--- config.mk ---
export PLATFORM = sky130hd
export DESIGN_NAME = stc_commit_unit_flat
export DESIGN_NICKNAME = d
export VERILOG_FILES = /design/src/rtl/stc_commit_if.sv /design/src/rtl/stc_commit_unit.sv /design/src/flat_wrapper.sv
export SDC_FILE = /design/constraint.sdc
export NUM_CORES = 1
export LEC_CHECK = 0
export CAP_MARGIN = 20
export CORE_AREA = 2 2 184 186
export DETAILED_ROUTE_END_ITERATION = 16
export DIE_AREA = 0 0 186 188
export PLACE_DENSITY = 0.78
export REMOVE_ABC_BUFFERS = 1
export SLEW_MARGIN = 30
export SYNTH_ARGS = -nofsm -noshare
export SYNTH_HDL_FRONTEND = slang
export SYNTH_SLANG_ARGS = --single-unit
export TNS_END_PERCENT = 30
--- constraint.sdc ---
create_clock -name clock -period 1.9 [get_ports clock]
set_input_delay 0.19 -clock clock [delete_from_list [all_inputs] [get_ports clock]]
set_output_delay 0.19 -clock clock [all_outputs]
set_load 0.01 [all_outputs]
--- src/rtl/stc_commit_if.sv ---
// Handshake bundle between the STQ_C commit unit and the ROB/LSQ, the reservation table,
// the data-memory port and the writeback path.
interface stc_commit_if #(
    parameter int unsigned ADDR_W = 64,
    parameter int unsigned DATA_W = 64,
    parameter int unsigned TAG_W  = 6,
    parameter int unsigned ROB_W  = 5
);
    logic              req_valid;
    logic              req_ready;
    logic [ADDR_W-1:0] req_addr;
    logic [DATA_W-1:0] req_data;
    logic [TAG_W-1:0]  req_dest_tag;
    logic [ROB_W-1:0]  req_rob_idx;

    logic              rsv_query_valid;
    logic [ADDR_W-1:0] rsv_query_addr;
    logic              rsv_hit;
    logic              rsv_clear;

    logic              mem_req_valid;
    logic [ADDR_W-1:0] mem_req_addr;
    logic [DATA_W-1:0] mem_req_data;
    logic              mem_req_ready;
    logic              mem_ack;

    logic              wb_valid;
    logic [TAG_W-1:0]  wb_tag;
    logic [ROB_W-1:0]  wb_rob_idx;
    logic [DATA_W-1:0] wb_value;

    // The commit unit is the slave of this bundle.
    modport slave (
        input  req_valid, req_addr, req_data, req_dest_tag, req_rob_idx,
        input  rsv_hit, mem_req_ready, mem_ack,
        output req_ready, rsv_query_valid, rsv_query_addr, rsv_clear,
        output mem_req_valid, mem_req_addr, mem_req_data,
        output wb_valid, wb_tag, wb_rob_idx, wb_value
    );

    modport master (
        output req_valid, req_addr, req_data, req_dest_tag, req_rob_idx,
        output rsv_hit, mem_req_ready, mem_ack,
        input  req_ready, rsv_query_valid, rsv_query_addr, rsv_clear,
        input  mem_req_valid, mem_req_addr, mem_req_data,
        input  wb_valid, wb_tag, wb_rob_idx, wb_value
    );
endinterface

--- src/rtl/stc_commit_unit.sv ---
// Memory-side executor for committed STQ_C: consumes the reservation, stores only on a good
// reservation, and writes back 1 (success) or 0 (fail) to the destination register.
module stc_commit_unit #(
    parameter int unsigned ADDR_W = 64,
    parameter int unsigned DATA_W = 64,
    parameter int unsigned TAG_W  = 6,
    parameter int unsigned ROB_W  = 5,
    parameter int unsigned CNT_W  = 32
) (
    input  logic             clock,
    input  logic             reset,
    stc_commit_if.slave      bus,
    output logic [CNT_W-1:0] sc_success_cnt,
    output logic [CNT_W-1:0] sc_fail_cnt
);

    typedef enum logic [2:0] {
        StIdle,
        StQuery,
        StDecide,
        StMemReq,
        StWaitAck,
        StWb
    } state_e;

    localparam logic [CNT_W-1:0] CntOne = CNT_W'(1);

    state_e            r_state;
    state_e            w_state_next;
    logic [ADDR_W-1:0] r_addr;
    logic [DATA_W-1:0] r_data;
    logic [TAG_W-1:0]  r_tag;
    logic [ROB_W-1:0]  r_rob_idx;
    logic              r_success;
    logic [CNT_W-1:0]  r_success_cnt;
    logic [CNT_W-1:0]  r_fail_cnt;
    logic              w_accept;

    assign w_accept       = (r_state == StIdle) && bus.req_valid;
    assign sc_success_cnt = r_success_cnt;
    assign sc_fail_cnt    = r_fail_cnt;

    always_ff @(posedge clock) begin
        if (reset) begin
            r_state       <= StIdle;
            r_addr        <= '0;
            r_data        <= '0;
            r_tag         <= '0;
            r_rob_idx     <= '0;
            r_success     <= 1'b0;
            r_success_cnt <= '0;
            r_fail_cnt    <= '0;
        end else begin
            r_state <= w_state_next;
            if (w_accept) begin
                r_addr    <= bus.req_addr;
                r_data    <= bus.req_data;
                r_tag     <= bus.req_dest_tag;
                r_rob_idx <= bus.req_rob_idx;
            end
            if (r_state == StDecide) begin
                r_success <= bus.rsv_hit;
            end
            // Counters saturate at all-ones; the writeback itself is never suppressed.
            if (r_state == StWb) begin
                if (r_success) begin
                    if (r_success_cnt != '1) r_success_cnt <= r_success_cnt + CntOne;
                end else begin
                    if (r_fail_cnt != '1) r_fail_cnt <= r_fail_cnt + CntOne;
                end
            end
        end
    end

    always_comb begin
        w_state_next        = r_state;
        bus.req_ready       = 1'b0;
        bus.rsv_query_valid = 1'b0;
        bus.rsv_query_addr  = '0;
        bus.rsv_clear       = 1'b0;
        bus.mem_req_valid   = 1'b0;
        bus.mem_req_addr    = '0;
        bus.mem_req_data    = '0;
        bus.wb_valid        = 1'b0;
        bus.wb_tag          = '0;
        bus.wb_rob_idx      = '0;
        bus.wb_value        = '0;

        unique case (r_state)
            StIdle: begin
                bus.req_ready = 1'b1;
                if (bus.req_valid) w_state_next = StQuery;
            end
            StQuery: begin
                bus.rsv_query_valid = 1'b1;
                bus.rsv_query_addr  = r_addr;
                w_state_next        = StDecide;
            end
            StDecide: begin
                // Every STQ_C consumes the reservation, whether it hit or not.
                bus.rsv_query_addr = r_addr;
                bus.rsv_clear      = 1'b1;
                w_state_next       = bus.rsv_hit ? StMemReq : StWb;
            end
            StMemReq: begin
                bus.mem_req_valid = 1'b1;
                bus.mem_req_addr  = r_addr;
                bus.mem_req_data  = r_data;
                if (bus.mem_req_ready) begin
                    w_state_next = bus.mem_ack ? StWb : StWaitAck;
                end
            end
            StWaitAck: begin
                if (bus.mem_ack) w_state_next = StWb;
            end
            StWb: begin
                bus.wb_valid    = 1'b1;
                bus.wb_tag      = r_tag;
                bus.wb_rob_idx  = r_rob_idx;
                bus.wb_value[0] = r_success;
                w_state_next    = StIdle;
            end
            default: w_state_next = StIdle;
        endcase
    end

endmodule

--- src/flat_wrapper.sv ---
// flat-port wrapper written by rule: the top's interface ports become plain ports
module stc_commit_unit_flat 
#(
    parameter int unsigned ADDR_W = 64,
    parameter int unsigned DATA_W = 64,
    parameter int unsigned TAG_W  = 6,
    parameter int unsigned ROB_W  = 5,
    parameter int unsigned CNT_W  = 32
)
  (clock, reset, sc_success_cnt, sc_fail_cnt, bus_req_valid, bus_req_addr, bus_req_data, bus_req_dest_tag, bus_req_rob_idx, bus_rsv_hit, bus_mem_req_ready, bus_mem_ack, bus_req_ready, bus_rsv_query_valid, bus_rsv_query_addr, bus_rsv_clear, bus_mem_req_valid, bus_mem_req_addr, bus_mem_req_data, bus_wb_valid, bus_wb_tag, bus_wb_rob_idx, bus_wb_value);
  stc_commit_if #(.ADDR_W(ADDR_W), .DATA_W(DATA_W), .TAG_W(TAG_W), .ROB_W(ROB_W)) bus_i ();
  input  logic clock;
  input  logic reset;
  output logic [CNT_W-1:0] sc_success_cnt;
  output logic [CNT_W-1:0] sc_fail_cnt;
  input wire logic [$bits(bus_i.req_valid)-1:0] bus_req_valid;
  input wire logic [$bits(bus_i.req_addr)-1:0] bus_req_addr;
  input wire logic [$bits(bus_i.req_data)-1:0] bus_req_data;
  input wire logic [$bits(bus_i.req_dest_tag)-1:0] bus_req_dest_tag;
  input wire logic [$bits(bus_i.req_rob_idx)-1:0] bus_req_rob_idx;
  input wire logic [$bits(bus_i.rsv_hit)-1:0] bus_rsv_hit;
  input wire logic [$bits(bus_i.mem_req_ready)-1:0] bus_mem_req_ready;
  input wire logic [$bits(bus_i.mem_ack)-1:0] bus_mem_ack;
  output wire logic [$bits(bus_i.req_ready)-1:0] bus_req_ready;
  output wire logic [$bits(bus_i.rsv_query_valid)-1:0] bus_rsv_query_valid;
  output wire logic [$bits(bus_i.rsv_query_addr)-1:0] bus_rsv_query_addr;
  output wire logic [$bits(bus_i.rsv_clear)-1:0] bus_rsv_clear;
  output wire logic [$bits(bus_i.mem_req_valid)-1:0] bus_mem_req_valid;
  output wire logic [$bits(bus_i.mem_req_addr)-1:0] bus_mem_req_addr;
  output wire logic [$bits(bus_i.mem_req_data)-1:0] bus_mem_req_data;
  output wire logic [$bits(bus_i.wb_valid)-1:0] bus_wb_valid;
  output wire logic [$bits(bus_i.wb_tag)-1:0] bus_wb_tag;
  output wire logic [$bits(bus_i.wb_rob_idx)-1:0] bus_wb_rob_idx;
  output wire logic [$bits(bus_i.wb_value)-1:0] bus_wb_value;
  assign bus_i.req_valid = bus_req_valid;
  assign bus_i.req_addr = bus_req_addr;
  assign bus_i.req_data = bus_req_data;
  assign bus_i.req_dest_tag = bus_req_dest_tag;
  assign bus_i.req_rob_idx = bus_req_rob_idx;
  assign bus_i.rsv_hit = bus_rsv_hit;
  assign bus_i.mem_req_ready = bus_mem_req_ready;
  assign bus_i.mem_ack = bus_mem_ack;
  assign bus_req_ready = bus_i.req_ready;
  assign bus_rsv_query_valid = bus_i.rsv_query_valid;
  assign bus_rsv_query_addr = bus_i.rsv_query_addr;
  assign bus_rsv_clear = bus_i.rsv_clear;
  assign bus_mem_req_valid = bus_i.mem_req_valid;
  assign bus_mem_req_addr = bus_i.mem_req_addr;
  assign bus_mem_req_data = bus_i.mem_req_data;
  assign bus_wb_valid = bus_i.wb_valid;
  assign bus_wb_tag = bus_i.wb_tag;
  assign bus_wb_rob_idx = bus_i.wb_rob_idx;
  assign bus_wb_value = bus_i.wb_value;
  stc_commit_unit #(.ADDR_W(ADDR_W), .DATA_W(DATA_W), .TAG_W(TAG_W), .ROB_W(ROB_W), .CNT_W(CNT_W)) u_core (.clock(clock), .reset(reset), .bus(bus_i), .sc_success_cnt(sc_success_cnt), .sc_fail_cnt(sc_fail_cnt));
endmodule
==> impl_metrics.py, run 1 <==
metrics = {
    "routing": {
        "wl_per_cell_um": 17.6,
        "vias": 11722,
        "ant_nets": 0,
        "initialDrtViolationCount": 779,
        "drc": 0,
        "via_per_inst": 5.01,
        "wirelength_um": 41100,
        "drt-pass1-iter-count": 5,
    },
    "pwr": {
        "power_frac_comb_pct": 17.7,
        "clkPwrFrac_pct": 42.7,
        "power.density_mw_per_mm2": 705,
        "power.switching_uw": 3280,
        "power.leakage_uw": 0.00721,
        "peakVddDrop_uv": 794,
        "switching_share_pct": 27.2,
        "internal_power_uw": 8770,
        "seqPwrFrac_pct": 39.7,
    },
    "timing": {
        "worst_slack_ps": -284,
        "setup-violations-final": 235,
        "finalCriticalPeriod_ps": 2180,
        "relSlewSlack_pct": 59.4,
        "fin_worst_skew_ps": 23.8,
        "hold_viol_final": 0,
        "rsz0062_at_grt": "true",
        "fin_crit_sh_pct": 115,
        "tightest_slew_ps": 609,
        "fmaxAchievable_mhz": 458,
        "tns_ps": -27850,
        "slew_viol_final": 0,
    },
    "clock_network": {
        "cts_max_level": 1,
        "cts_tree": "yes",
        "root_buffer": "clkbuf_16",
        "insertion_delay_ps": 530,
        "cts_made_buffers": 24,
        "clk_path_buf_depth": 3,
        "clock_sinks": 207,
        "clk_pin_slew_ps": 60,
    },
    "run_status": {
        "failed_checks": "negative setup slack",
        "status": "finished with violations",
    },
    "setup_path": {
        "crit_arrival_ps": 1990,
        "critPathMaxFanout": 32,
        "worstPathCellList": "nor2b_4 > nor2b_1 > buf_4 > nor2_4 > buf_12 > nor2b_2 > clkdlybuf4s15_2",
        "crit_family": "simple AND/OR/NAND/NOR gates",
        "cp_num_buf_inv": 3,
        "cp-end-kind": "output port",
        "cpMaxStageDelayCell": "dfxtp_2",
        "path_class": "reg2out",
        "cp.required_ps": 1710,
        "critPathLaunchType": "register",
        "critPathMaxStageDelay_ps": 350,
    },
    "synth": {
        "synth_enable_flop_cells": 0,
        "synth_top_family_by_area": "simple AND/OR/NAND/NOR gates",
        "netlist_area_mm2": 0.0104,
        "ys_async_sr_fraction_pct": 0,
        "synth_cell_types": 57,
        "ys_seq_area_share_pct": 39.8,
        "yosysWarningCount": 0,
        "synth.avg_cell_area_um2": 7.69,
        "synthAdderAreaFrac_pct": 0.240,
        "synth_common_cells": "nand2_1 (303), dfxtp_1 (207), a21oi_1 (167), and3_1 (137), clkbuf_1 (80)",
        "synth-xor-area-share_pct": 0.505,
        "yosysTopAreaCell": "dfxtp_1",
        "muxShareOfSynthArea_pct": 1.32,
        "synth-compound-area-share_pct": 14.0,
        "ys_top_cells_by_area": "dfxtp_1 (40%), nand2_1 (11%), and3_1 (8.2%), a21oi_1 (8.0%), buf_4 (5.0%)",
        "netlist.area_leader.share_pct": 39.8,
        "synth.most_common_cell": "nand2_1",
        "ys.flop_type": "dfxtp_1",
        "netlist_instances": 1354,
        "yosys_register_bits": 207,
        "yosys.area_share.simple_pct": 34.5,
    },
    "placed_design": {
        "io_buffers": 417,
        "dpl.hpwl_um": 27300,
        "place_congestion": 0.887,
        "pre_cts_slack_ps": -209,
    },
    "grt": {
        "first_global_vias": 11125,
        "grt_pass1_wl_um": 61700,
        "antenna_found_initial": 2,
        "grt_overflow": 0,
        "grt_max_degree": 71,
        "grt_use_total_pct": 22.0,
    },
    "run": {
        "maxCapViolCount": 0,
    },
    "floorplanning": {
        "ios": 481,
        "die_x_um": 186,
        "die-area_mm2": 0.0350,
        "fp.coreArea_mm2": 0.0331,
        "rows": 67,
        "start_util_pct": 31.5,
        "die_h_um": 188,
    },
    "cells_and_area": {
        "drive_gt1_share_pct": 27.4,
        "multi_input_area_mm2": 0.00584,
        "syn2layout_area_growth_pct": 64.1,
        "final_nets": 2019,
        "final_util_pct": 51.6,
        "ff_latch_area_mm2": 0.00415,
        "nFillCells": 2991,
    },
    "hold_path": {
        "hp-class": "in2reg",
    },
}
## sequential cells by signal (all words and copies together) (netlist names)
signal and flops:
u_core.sc_success_cnt 32, u_core.r_state 3, u_core.r_addr 64, u_core.r_rob_idx 5, u_core.r_success 1, u_core.r_data 64
u_core.sc_fail_cnt 32, u_core.r_tag 6
## worst reg2reg max path, stage by stage, from the launching register on
cell and delay, ps:
dfxtp_2 330, buf_4 130, buf_4 140, nand4bb_1 210, or3_1 430, nor4b_1 310
mux2_1 360
## cell type report
| cell class | count | share of cell area (%) |
|---|---|---|
| flip-flops and latches | 207 | 24.3 |
| well taps | 448 | 3.28 |
| inverters | 8 | 0.176 |
| diodes | 1 | 0.0146 |
| clock inverters | 13 | 1.27 |
| clock buffers | 31 | 3.90 |
| multi-input cells | 1030 | 34.2 |
| repair buffers | 601 | 32.9 |
## layout by cell type, fill, tap and decap left out, types with 10 or more instances in the layout
cell,instances
buf_6,67
and2_1,13
clkbuf_16,25
nor2b_1,65
o31ai_1,22
or3_1,20
dfxtp_1,204
and3_4,58
or4_1,28
o21ai_1,10
dlygate4sd2_1,14
a21oi_2,18
buf_4,143
clkdlybuf4s15_1,16
clkbuf_2,57
nand2_1,302
conb_1,63
clkdlybuf4s50_1,208
a21oi_1,167
and3_1,79
nand4_1,22
buf_2,54
buf_12,24
nand3_1,32
nor2_1,36
## worst paths after layout
| check | start | end | slack [ps] | cells past startpoint |
|---|---|---|---|---|
| max | u_core.r_state[1]$_SDFFE_PP0P_ | bus_rsv_query_addr[31] | -280 | 7 |
| min | reset | u_core.sc_success_cnt[29]$_SDFFE_PP0P_ | 130 | 2 |
| max reg2reg | u_core.r_state[1]$_SDFFE_PP0P_ | u_core.sc_fail_cnt[25]$_SDFFE_PP0P_ | -120 | 6 |
| min reg2reg | u_core.r_data[31]$_SDFFE_PP0P_ | u_core.r_data[31]$_SDFFE_PP0P_ | 450 | 2 |
## power by group through the flow
stage | Clock [uW] | Combinational [uW] | Sequential [uW]
finish | 5140 | 2130 | 4780
global route | 5460 | 2300 | 4800
CTS | 5240 | 2090 | 4770
detailed placement | 0 | 1810 | 4850
global placement | 0 | 1780 | 4850
floorplan | 0 | 751 | 4810
## cells by family after synthesis
logic type,count (synthesis)
buf+inv,179
fa+ha+maj,2
flops,207
xor+xnor,6
simple gates,700
compound gates,247
other cells,1
mux,12
## stage by stage
step	power (uW)	cells	hold WS, ps	cell area [um2]
detailed placement	6660	2250	444	15700
global placement	6630	2250	438	15700
global route	12500	2339	133	17100
finish	12000	2339	129	17100
CTS	12100	2331	103	17200
floorplan	5560	1245	252	9680
## routing by layer
layer | wire length, um | part of all wire [%] | track usage, % | vias up
met5 | 20 | 0.049 | 0 | -
met4 | 1610 | 3.9 | 8.24 | 2
met3 | 3280 | 8.0 | 4.82 | 95
met2 | 19800 | 48 | 37.3 | 499
met1 | 16400 | 40 | 27.1 | 5550
li1 | - | - | - | 5576
## timing repair
action                     in CTS  in global routing
setup endpoints to repair     247                262
setup buffers                  26                  9
resized for setup             605                255
cloned                         11                  1
pin swaps                       4                  0
hold buffers                    0                  0
Note: power is estimated with default switching activity, not from simulation.
==> run 2: changes to the inputs <==
- CTS_CLUSTER_DIAMETER: default -> 80
==> run 2 against run 1 <==
Net effect: global-route usage fell by 0.064 points; total power is 2.2% higher; clock skew decreased by 12 ps; hold slack improved by 2.2 ps; final cell count hardly changed; largest cell class unchanged; clock-buffer cell count stayed put; routed wire length increased by 1.6%; critical path type unchanged; flip-flop and latch count unchanged; design area grew 0.75%; the run still ends with negative setup slack left.
==> impl_metrics.py, run 2 (synthesized netlist as in run 1, its figures left out) <==
metrics = {
    "setup_path": {
        "cp-end-kind": "output port",
        "r2r_cells": 6,
        "crit_arrival_ps": 1990,
        "cp.required_ps": 1710,
        "r2r-start": "u_core.r_state[0]$_SDFFE_PP0P_",
        "regToRegSetupSlack_ps": -140,
        "worstPathCellList": "buf_4 > nor3b_2 > buf_4 > nor2_4 > buf_12 > clkbuf_16 > nor2b_1 > buf_2",
        "critPathLaunchType": "register",
        "path_class": "reg2out",
        "cpMostUsedCell": "buf_4",
        "rr_endpoint": "u_core.sc_success_cnt[30]$_SDFFE_PP0P_",
        "critPathMaxStageDelay_ps": 340,
        "critPathMaxFanout": 16,
        "cpMaxStageDelayCell": "dfxtp_2",
    },
    "placed_design": {
        "io_buffers": 417,
        "pre_cts_slack_ps": -209,
        "placed_area_mm2": 0.0157,
        "dpl.hpwl_um": 27300,
        "place_congestion": 0.887,
    },
    "clock_network": {
        "cts_made_buffers": 24,
        "root_buffer": "clkbuf_16",
        "insertion_delay_ps": 520,
        "clk_path_buf_depth": 3,
        "clk_pin_slew_ps": 60,
        "clock_sinks": 207,
        "cts_tree": "yes",
        "cts_max_level": 1,
    },
    "cells_and_area": {
        "fin_area_mm2": 0.0172,
        "drive_gt1_share_pct": 29.5,
        "final_common_cell": "nand2_1",
        "final_nets": 2018,
        "final_util_pct": 52.0,
        "largestRegisters": "u_core.r_addr (64), u_core.r_data (64)",
        "syn2layout_area_growth_pct": 65.3,
        "final_cell_mix": "nand2_1 (301), clkdlybuf4s50_1 (207), dfxtp_1 (199)",
        "nFillCells": 2999,
    },
    "run_status": {
        "failed_checks": "negative setup slack",
        "status": "finished with violations",
    },
    "timing": {
        "tightest_slew_ps": 617,
        "finalCriticalPeriod_ps": 2180,
        "relSlewSlack_pct": 58.9,
        "setup-violations-final": 218,
        "rsz0062_at_grt": "true",
        "slew_viol_final": 0,
        "hold_viol_final": 0,
        "fmaxAchievable_mhz": 460,
        "fin_worst_skew_ps": 11.7,
        "tns_ps": -22130,
        "fin_crit_sh_pct": 114,
        "worst_slack_ps": -275,
    },
    "grt": {
        "grt_overflow": 0,
        "grt_max_degree": 71,
        "grt_use_total_pct": 21.9,
        "grt_pass1_wl_um": 61600,
        "antenna_found_initial": 2,
        "first_global_vias": 11167,
    },
    "routing": {
        "wl_per_cell_um": 17.8,
        "vias": 11747,
        "drt-pass1-iter-count": 5,
        "drc": 0,
        "wirelength_um": 41700,
        "via_per_inst": 5.02,
        "ant_nets": 0,
        "initialDrtViolationCount": 725,
    },
    "pwr": {
        "power.leakage_uw": 0.00741,
        "p_total_uw": 12300,
        "peakVddDrop_uv": 590,
        "power.density_mw_per_mm2": 715,
    },
    "hold_path": {
        "hp-start": "reset",
        "hold-path-endpoint": "u_core.sc_success_cnt[27]$_SDFFE_PP0P_",
        "min_delay_path_depth": 2,
        "hp-class": "in2reg",
    },
    "floorplanning": {
        "die_h_um": 188,
        "die-area_mm2": 0.0350,
        "die_x_um": 186,
        "ios": 481,
        "start_util_pct": 31.5,
        "fp.coreArea_mm2": 0.0331,
        "rows": 67,
    },
    "run": {
        "maxCapViolCount": 0,
    },
}
run 2: cell types whose count changed in the layout (fill, tap and decap cells not counted), sizes merged:
cell | previous run | this run
bufinv | 5 | 6
dlygate4sd2 | 14 | 7
clkdlybuf4s15 | 19 | 4
clkdlybuf4s50 | 208 | 207
dlymetal6s2s | 2 | 5
clkbuf | 89 | 61
buf | 299 | 346
clkinvlp | 3 | 2
run 2: critical path: cells and delay by family (launching register included):
family,cells,cell delay [ps]
simple gates,3,340
buf+inv,5,790
flops,1,340
run 2: layout make-up:
cell class / instances / area (um2) / share of cell area (%)
antenna: 1 / 2.50 / 0.0145
clock buffer: 31 / 678 / 3.94
clock inverter: 13 / 228 / 1.32
inverter: 8 / 32.5 / 0.189
multi-input combinational: 1030 / 5950 / 34.6
sequential: 207 / 4160 / 24.2
tap: 448 / 561 / 3.26
timing repair buffer: 600 / 5600 / 32.5
run 2: how the worst max path moves through the flow:
stage,from,end,slack (ps),depth (start not counted)
final,u_core.r_state[1]$_SDFFE_PP0P_,bus_rsv_query_addr[6],-280,8
after CTS,u_core.r_state[1]$_SDFFE_PP0P_,bus_rsv_query_addr[36],-320,7
after global placement,u_core.r_state[1]$_SDFFE_PP0P_,bus_rsv_query_addr[36],-210,7
after global routing,u_core.r_state[1]$_SDFFE_PP0P_,bus_rsv_query_addr[6],-340,8
after detailed placement,u_core.r_state[1]$_SDFFE_PP0P_,bus_rsv_query_addr[36],-210,7
after floorplan,u_core.r_state[1]$_SDFFE_PP0P_,bus_rsv_query_addr[0],-3090,4
run 2: power by group:
group / leakage, uW / internal (uW) / switching [uW]
clock network: 0.000439 / 3340 / 1960
registers: 0.00169 / 4590 / 190
logic: 0.00527 / 1060 / 1170
run 2: layer usage:
| layer | part of all wire, % | track usage [%] | up-vias |
|---|---|---|---|
| li1 | - | - | 5575 |
| met1 | 40 | 26.8 | 5598 |
| met2 | 49 | 38.0 | 488 |
| met3 | 8.1 | 4.78 | 84 |
| met4 | 3.2 | 7.18 | 2 |
| met5 | 0.048 | 0 | - |
run 2: repair_timing:
item	in CTS	in global routing
hold buffers	0	0
cloned	11	3
buffers inserted	21	12
resized for setup	580	402
endpoints found under the hold margin	0	0
pin swaps	1	4
setup endpoints to repair	246	267
run 2: metrics by stage:
step	std cells	hold WS, ps
floorplan	1245	252
global placement	2250	438
detailed placement	2250	444
CTS	2326	115
global route	2338	142
finish	2338	131
==> run 3: changes to the inputs <==
- CAP_MARGIN: 20 -> default
==> results of run 3 <==
Same layout as run 2: the final DEF is identical, and so are final timing and power.
